## config.mk

```make
export PLATFORM = sky130hd
export DESIGN_NAME = cd_bus_timer
export DESIGN_NICKNAME = d
export VERILOG_FILES = /design/src/rtl/cd_bus_timer_pkg.sv /design/src/rtl/cd_bus_timer_idle_cnt.sv /design/src/rtl/cd_bus_timer.sv
export SDC_FILE = /design/constraint.sdc
export NUM_CORES = 1
export LEC_CHECK = 0
export BUFFER_PORTS_ARGS = -buffer_cell sky130_fd_sc_hd__buf_2
export CAP_MARGIN = 0
export CORE_MARGIN = 3
export CORE_UTILIZATION = 45
export DETAILED_ROUTE_END_ITERATION = 16
export GPL_ROUTABILITY_DRIVEN = 1
export PLACE_DENSITY_LB_ADDON = 0.25
export SLEW_MARGIN = 40
export SYNTH_ARGS = -nofsm -noshare
export SYNTH_HDL_FRONTEND = slang
export SYNTH_SLANG_ARGS = --single-unit
```

## constraint.sdc

```tcl
create_clock -name clk -period 6.7 [get_ports clk]
set_clock_uncertainty 0.1 [all_clocks]
set_input_delay 1.34 -clock clk [delete_from_list [all_inputs] [get_ports clk]]
set_output_delay 1.34 -clock clk [all_outputs]
set_load 0.005 [all_outputs]
```

## src/rtl/cd_bus_timer_pkg.sv

```systemverilog
// Shared definitions for the CD bus timer: FSM state encoding and counter width.
package cd_bus_timer_pkg;

  localparam int CD_CNT_W = 10;

  typedef enum logic [1:0] {
    ST_BUSY      = 2'd0,
    ST_WAIT_IDLE = 2'd1,
    ST_IDLE      = 2'd2,
    ST_PERMIT    = 2'd3
  } cd_state_e;

endpackage

```

## src/rtl/cd_bus_timer_idle_cnt.sv

```systemverilog
// Saturating idle-bit counter. A clear always beats a coincident tick.
// cnt_nxt exposes the value the counter takes at the next edge so the FSM
// can act in the same cycle as the tick that crosses a threshold.
module cd_idle_cnt
  import cd_bus_timer_pkg::*;
#(
  parameter int CNT_W = CD_CNT_W
) (
  input  logic             clk,
  input  logic             reset_n,
  input  logic             clr,
  input  logic             tick,
  output logic [CNT_W-1:0] cnt,
  output logic [CNT_W-1:0] cnt_nxt
);

  logic [CNT_W-1:0] cnt_q, cnt_d;

  // next count: clear, else saturating increment on tick
  always_comb begin
    cnt_d = cnt_q;
    if (clr)
      cnt_d = '0;
    else if (tick && (cnt_q != {CNT_W{1'b1}}))
      cnt_d = cnt_q + CNT_W'(1);
  end

  // count register
  always_ff @(posedge clk or negedge reset_n) begin
    if (!reset_n) cnt_q <= '0;
    else          cnt_q <= cnt_d;
  end

  assign cnt     = cnt_q;
  assign cnt_nxt = cnt_d;

endmodule

```

## src/rtl/cd_bus_timer.sv

```systemverilog
// CD bus timer: tracks idle bit times on the bus, flags end of frame,
// bus idle, and grants permission to start a transmission.
module cd_bus_timer
  import cd_bus_timer_pkg::*;
#(
  parameter int CNT_W = CD_CNT_W
) (
  input  logic             clk,
  input  logic             reset_n,
  input  logic             bit_tick,
  input  logic             rx,
  input  logic [7:0]       idle_wait_len,
  input  logic [9:0]       tx_permit_len,
  input  logic [9:0]       max_idle_len,
  input  logic             arbitration,
  input  logic             full_duplex,
  input  logic             tx_pending,
  input  logic             tx_active,
  output logic             bus_idle,
  output logic             tx_permit,
  output logic             frame_end,
  output logic [CNT_W-1:0] idle_cnt
);

  cd_state_e        state_q, state_d;
  logic             bus_idle_q, bus_idle_d;
  logic             tx_permit_q, tx_permit_d;
  logic             frame_end_q, frame_end_d;
  logic             rx_low, cnt_clr;
  logic [CNT_W-1:0] cnt, cnt_nxt;
  logic [31:0]      cnt_w, thr_w;
  logic             wait_hit, permit_hit;

  // In full duplex our own receive level says nothing about the bus, so rx
  // is treated as permanently recessive.
  assign rx_low  = ~rx & ~full_duplex;
  assign cnt_clr = rx_low | tx_active;

  cd_idle_cnt #(.CNT_W(CNT_W)) u_idle_cnt (
    .clk     (clk),
    .reset_n (reset_n),
    .clr     (cnt_clr),
    .tick    (bit_tick),
    .cnt     (cnt),
    .cnt_nxt (cnt_nxt)
  );

  // Thresholds compare against the upcoming count so a state change lands
  // on the same edge the count reaches its threshold; a zero length is met
  // without any tick. Lengths are used live, never latched.
  always_comb begin
    cnt_w      = 32'(cnt_nxt);
    thr_w      = arbitration ? 32'(tx_permit_len) : 32'(idle_wait_len);
    wait_hit   = cnt_w >= 32'(idle_wait_len);
    permit_hit = (cnt_w >= thr_w) || (cnt_w >= 32'(max_idle_len));
  end

  // state register
  always_ff @(posedge clk or negedge reset_n) begin
    if (!reset_n) state_q <= ST_BUSY;
    else          state_q <= state_d;
  end

  // next state and registered-output inputs
  always_comb begin
    state_d = state_q;
    case (state_q)
      ST_BUSY:      if (!cnt_clr) state_d = ST_WAIT_IDLE;
      ST_WAIT_IDLE: if (cnt_clr) state_d = ST_BUSY;
                    else if (wait_hit) state_d = ST_IDLE;
      ST_IDLE:      if (cnt_clr) state_d = ST_BUSY;
                    else if (tx_pending && permit_hit) state_d = ST_PERMIT;
      ST_PERMIT:    if (rx_low || tx_active) state_d = ST_BUSY;
                    else if (!tx_pending) state_d = ST_IDLE;
      default:      state_d = ST_BUSY;
    endcase
    bus_idle_d  = (state_d == ST_IDLE) || (state_d == ST_PERMIT);
    frame_end_d = (state_q == ST_WAIT_IDLE) && (state_d == ST_IDLE);
    tx_permit_d = full_duplex ? (tx_pending & ~tx_active) : (state_d == ST_PERMIT);
  end

  // output registers
  always_ff @(posedge clk or negedge reset_n) begin
    if (!reset_n) begin
      bus_idle_q  <= 1'b0;
      tx_permit_q <= 1'b0;
      frame_end_q <= 1'b0;
    end else begin
      bus_idle_q  <= bus_idle_d;
      tx_permit_q <= tx_permit_d;
      frame_end_q <= frame_end_d;
    end
  end

  assign bus_idle  = bus_idle_q;
  assign tx_permit = tx_permit_q;
  assign frame_end = frame_end_q;
  assign idle_cnt  = cnt;

endmodule
```

# Word level (Yosys, flattened, before mapping)
# Index checks and enable logic that the tools add are counted.
classes:
  reduce_logical: 7
  bitwise_logic: 6
  n_eq_ne: 6
  n_lt_le_gt_ge: 3
  n_addsub: 1
  muxes: 12
ops:
  columns: ["op", "n"]
  rows:
  - ["$mux W10", 3]
  - ["$ge A10 B10 Y1", 2]
  - ["$mux W2", 7]
  - ["$add A10 B1 Y10 const B", 1]
  - ["$ge A10 B8 Y1", 1]
  - ["$ne A10 B10 Y1 const B", 1]
  - ["$eq A2 B2 Y1 const B", 4]
  - ["$pmux W2 S4", 1]
  - ["$logic_and A1 B1 Y1", 3]
  - ["$logic_or A1 B1 Y1", 3]
  - ["$not A1 Y1", 3]
  - ["$and A1 B1 Y1", 2]
  - ["$eq A2 B1 Y1 const B", 1]
  - ["$logic_not A2 Y1", 1]
  - ["$mux W1", 1]
  - ["$or A1 B1 Y1", 1]
totals:
  out_inout_bits: 13
  in_bits: 36
  regBits: 15
  elab_cells: 40

# Depth between registers and ports, before layout
logic_depth:
  depth_word: 12
  mapped_depth: 12
  depth_no_buf: 12

# By module
# Synthesis repeated with hierarchy kept, for this count alone.
unflattened:
  hier_cells: 166
  area_unflattened_um2: 1508.9
modules_own_cells:
  columns: ["module", "n_inst", "seq_area_each_um2", "area_per_inst_um2", "cells_per_inst"]
  rows:
  - ["cd_bus_timer", 1, 100.1, 935.9, 112]
  - ["cd_idle_cnt", 1, 250.2, 573.0, 54]

# Worst setup path before layout
# No wires, ideal clock.
synth_path:
  kind: "input to register"
  startpoint: "input rx"
  endpoint: "register bus_idle_q, in the netlist bus_idle"
  setup_time_ps: 136
  stages: 9
  path_slack_ps: 3221
  arrival_time_ps: 3243
  path_buffers: 1
  required_ps: 6464
  path_cell_list: "o21bai_1 -> clkbuf_1 -> inv_1 -> o311a_2 -> ha_1 -> and3_1 -> a311o_1 -> o41ai_2 -> a21oi_1"
synth_via:
  elab_chain_cells: 12
  elab_cells_between_ends: 20
  classes_between: "order compare (3); eq/ne (2); mux (8); bitwise (3); reduce/logical (4)"
synth_lines:
  columns: ["item", "line_no", "source"]
  rows:
  - ["from (decl)", "cd_bus_timer.sv:11", "input logic rx,"]
  - ["$not A1 Y1 *", "cd_bus_timer.sv:36", "assign rx_low = ~rx & ~full_duplex;"]
  - ["$and A1 B1 Y1 *", "cd_bus_timer.sv:36", null]
  - ["$or A1 B1 Y1 *", "cd_bus_timer.sv:37", "assign cnt_clr = rx_low | tx_active;"]
  - ["$mux W10 *", "cd_bus_timer_idle_cnt.sv:22", "if (clr)"]
  - ["via cnt_nxt[6]", "cd_bus_timer.sv:30", "logic [CNT_W-1:0] cnt, cnt_nxt;"]
  - ["$ge A10 B10 Y1", "cd_bus_timer.sv:55", "permit_hit = (cnt_w >= thr_w) || (cnt_w >= 32'(max_idle_len));"]
  - ["$logic_or A1 B1 Y1", "cd_bus_timer.sv:55", null]
  - ["$logic_and A1 B1 Y1", "cd_bus_timer.sv:72", "else if (tx_pending && permit_hit) state_d = ST_PERMIT;"]
  - ["$mux W2", "cd_bus_timer.sv:72", null]
  - ["$mux W2", "cd_bus_timer.sv:71", "ST_IDLE: if (cnt_clr) state_d = ST_BUSY;"]
  - ["$pmux W2 S4 *", "cd_bus_timer.sv:67", "case (state_q)"]
  - ["$eq A2 B2 Y1", "cd_bus_timer.sv:77", "bus_idle_d = (state_d == ST_IDLE) || (state_d == ST_PERMIT);"]
  - ["$logic_or A1 B1 Y1 *", "cd_bus_timer.sv:77", null]
  - ["via bus_idle_d", "cd_bus_timer.sv:26", "logic bus_idle_q, bus_idle_d;"]
  - ["to (signal assigned)", "cd_bus_timer.sv:89", "bus_idle_q <= bus_idle_d;"]
  - ["to (decl)", "cd_bus_timer.sv:26", null]
# The timed path passes the listed nets; every way through them passes the cells marked *.

# Worst setup path in the final report
layout_path:
  startpoint: "input full_duplex"
  endpoint: "register bus_idle_q, in the netlist bus_idle"
layout_via:
  elab_chain_cells: 12
  elab_cells_between_ends: 20
  classes_between: "order compare (3); eq/ne (2); mux (8); bitwise (3); reduce/logical (4)"
layout_lines:
  columns: ["item", "line_no", "source"]
  rows:
  - ["from (decl)", "cd_bus_timer.sv:16", "input logic full_duplex,"]
  - ["$not A1 Y1 *", "cd_bus_timer.sv:36", null]
  - ["$and A1 B1 Y1 *", "cd_bus_timer.sv:36", null]
  - ["$or A1 B1 Y1 *", "cd_bus_timer.sv:37", null]
  - ["$mux W10 *", "cd_bus_timer_idle_cnt.sv:22", null]
  - ["via cnt_nxt[6]", "cd_bus_timer.sv:30", null]
  - ["$ge A10 B10 Y1", "cd_bus_timer.sv:55", null]
  - ["$logic_or A1 B1 Y1", "cd_bus_timer.sv:55", null]
  - ["$logic_and A1 B1 Y1", "cd_bus_timer.sv:72", null]
  - ["$mux W2", "cd_bus_timer.sv:72", null]
  - ["$mux W2", "cd_bus_timer.sv:71", null]
  - ["$pmux W2 S4 *", "cd_bus_timer.sv:67", null]
  - ["$eq A2 B2 Y1", "cd_bus_timer.sv:77", null]
  - ["$logic_or A1 B1 Y1 *", "cd_bus_timer.sv:77", null]
  - ["via bus_idle_d", "cd_bus_timer.sv:26", null]
# Marks and branches as above.

==> metrics.txt <==
final hold vios 0; number of routed nets with antenna violations 0; # IOs 49; Worst Path Required 6.73 ns; Reg clk slew, reported paths 0.08 ns; post-cts resize count 0; 1st-pass router iterations 4; Crit Path Max Fanout 11; most common cell after layout, fill and taps aside buf_2; Adder-Cell Fraction of Synth Area 0.250; pre-CTS setup slack between 2 and 3 ns; R2R setup slack 3.26 ns; syn_area_per_cell roughly 8.9 sq um; drt drc 0; PwrDens 100 nW/um^2; Yosys reg bits 14; die width 62.8 microns; CTS tree yes; Crit. End Element flip-flop; share of layout cells above drive strength 1 0.272; setup ws final 2.98 ns; EDFF count, synth 0; synthesis-to-layout area growth 21.3%; max frequency 269 MHz; first-pass GRT wire length 5890 microns; Post-Route WL 3520 microns; Simple-Gate Fraction of Synth Area 0.200; xor-xnor portion of the synthesized cell area 0.0361; Cell Area, Synth between 1000 and 1500 sq um; vias in the first global route 1378; max-cap violations 0; commonest cells after routing, fill and taps aside buf_2 (48), ha_1 (29), inv_1 (23); routed len/inst 13.7 microns; Leakage 0.00101 uW; Starting Density 0.472; Compound-Gate Fraction of Synth Area 0.145; outcome finished, final reports clean; final setup violation count 0; worst-case clock buffer depth 2; Core ar. 3080 sq um; Die Footprint 3950 sq um; dominant cell type by area after synthesis ha_1; mux cell area share after synthesis 0.0637; half-perimeter wire length after detailed placement ~3000 microns; final net count 280; post-synth top area share 0.250; gpl congestion 0.901; Worst Setup Start Kind input pin; Worst-Skew Late Latency 0.27 ns; Die Height between 60 and 70 microns; synth warn 0; Syn Inst Count between 150 and 200; VDD IR-drop max between 0.04 and 0.05 mV; unrepaired setup endpoints after global routing no; TritonCTS buffer count 3; Distinct cells, synth 37; fraction of registers with async set/reset 1.00; grt ovf 0; Post-Route Setup TNS 0 ns; H-tree depth 1; ys flop type dfrtp_1; CTS sink cnt 14; main combinational cell family by area after synthesis adder cells; CTS root buf clkbuf_4; critical path class in -> reg; max-slew violation count 0; min-delay worst type reg -> reg; Worst Path Arrival 3.75 ns; # diodes 0; hold_buf cts 0; final period utilization 0.555; Tightest Pin Transition between 0.7 and 0.8 ns; synth top area cells ha_1 (25%), dfrtp_1 (24%), inv_1 (5.9%); Max-slew headroom 0.509; initial antenna violation count 0; post-synthesis sequential area ratio 0.241; Net Count, Synth about 230; maximum number of pins on one net before global-route repair 15; Rows 20; vias post-DR 1380; Setup Fix Bufs, Post-CTS 0; Global Route Usage Sum 0.182; IO buf count 48; DRT iter0 DRCs between 60 and 70; DR vias/cell 5.37; Tmin final 3.72 ns
-- cells in the mapped netlist (4+ instances only) --
library cell  count
o21ai_0           4
nand2b_1          5
nand2_1          13
and4_1            4
inv_1            23
nor2_1            7
mux2i_1           7
dfrtp_1          14
ha_1             29
a21oi_1          11
nand4_1           4
nand3_1           4
-- where the power goes --
group | switching, uW | internal [uW]
sequential | 1.54 | 85.8
clock | 24.1 | 20.8
combinational | 22.9 | 21.7
-- through the flow --
stage	utilization	std cells	hold slack [ns]	power, uW	area, sq um
floorplan	-	164	0.393	114	1450
global route	0.573	257	0.444	188	1760
detailed placement	0.566	254	0.407	134	1740
finish	0.573	257	0.421	177	1760
CTS	0.573	257	0.418	178	1760
global placement	0.566	254	0.410	132	1740
-- metal layers --
layer,track usage,vias up,wire length (microns)
met5,0,-,0
met4,0.0523,0,34
met3,0.00899,5,152
met2,0.350,43,1860
met1,0.216,637,1480
li1,-,695,-
-- area by class of cell --
cell class	instances	area, sq um
tap	44	55.1
clock buffer	3	22.5
inverter	23	86.3
timing repair buffer	48	240
sequential	14	350
multi-input combinational	125	1010
fill	301	1310
-- sequential cells by signal, indices dropped and copies added (netlist names) --
| signal | flops |
|---|---|
| tx_permit | 1 |
| frame_end | 1 |
| u_idle_cnt.cnt | 10 |
| bus_idle | 1 |
| state_q | 1 |
-- logic make-up after synthesis --
kind of cell	Yosys count
adders and majority gates	29
muxes	9
AOI/OAI and AO/OA	31
and+or+nand+nor	50
buffers and inverters	25
DFF	14
xor gates and xnor gates	6
-- worst paths after layout --
check / startpoint / end / cells after the start
min in group asynchronous: reset_n / state_q[0] / 1
hold reg to reg: bus_idle / frame_end / 1
max in group asynchronous: reset_n / u_idle_cnt.cnt[4] / 1
setup reg to reg: u_idle_cnt.cnt[0] / bus_idle / 12
hold / removal: bus_idle / frame_end / 1
setup / recovery: full_duplex / bus_idle / 9
-- worst max-delay path: stages --
cell,delay (ns)
buf_2,0.12
o21bai_1,0.58
inv_1,0.19
o311a_2,0.20
ha_1,0.30
and3_1,0.19
a311o_1,0.34
o41ai_2,0.38
a21oi_1,0.12
Power figures use the tool's default switching activity.
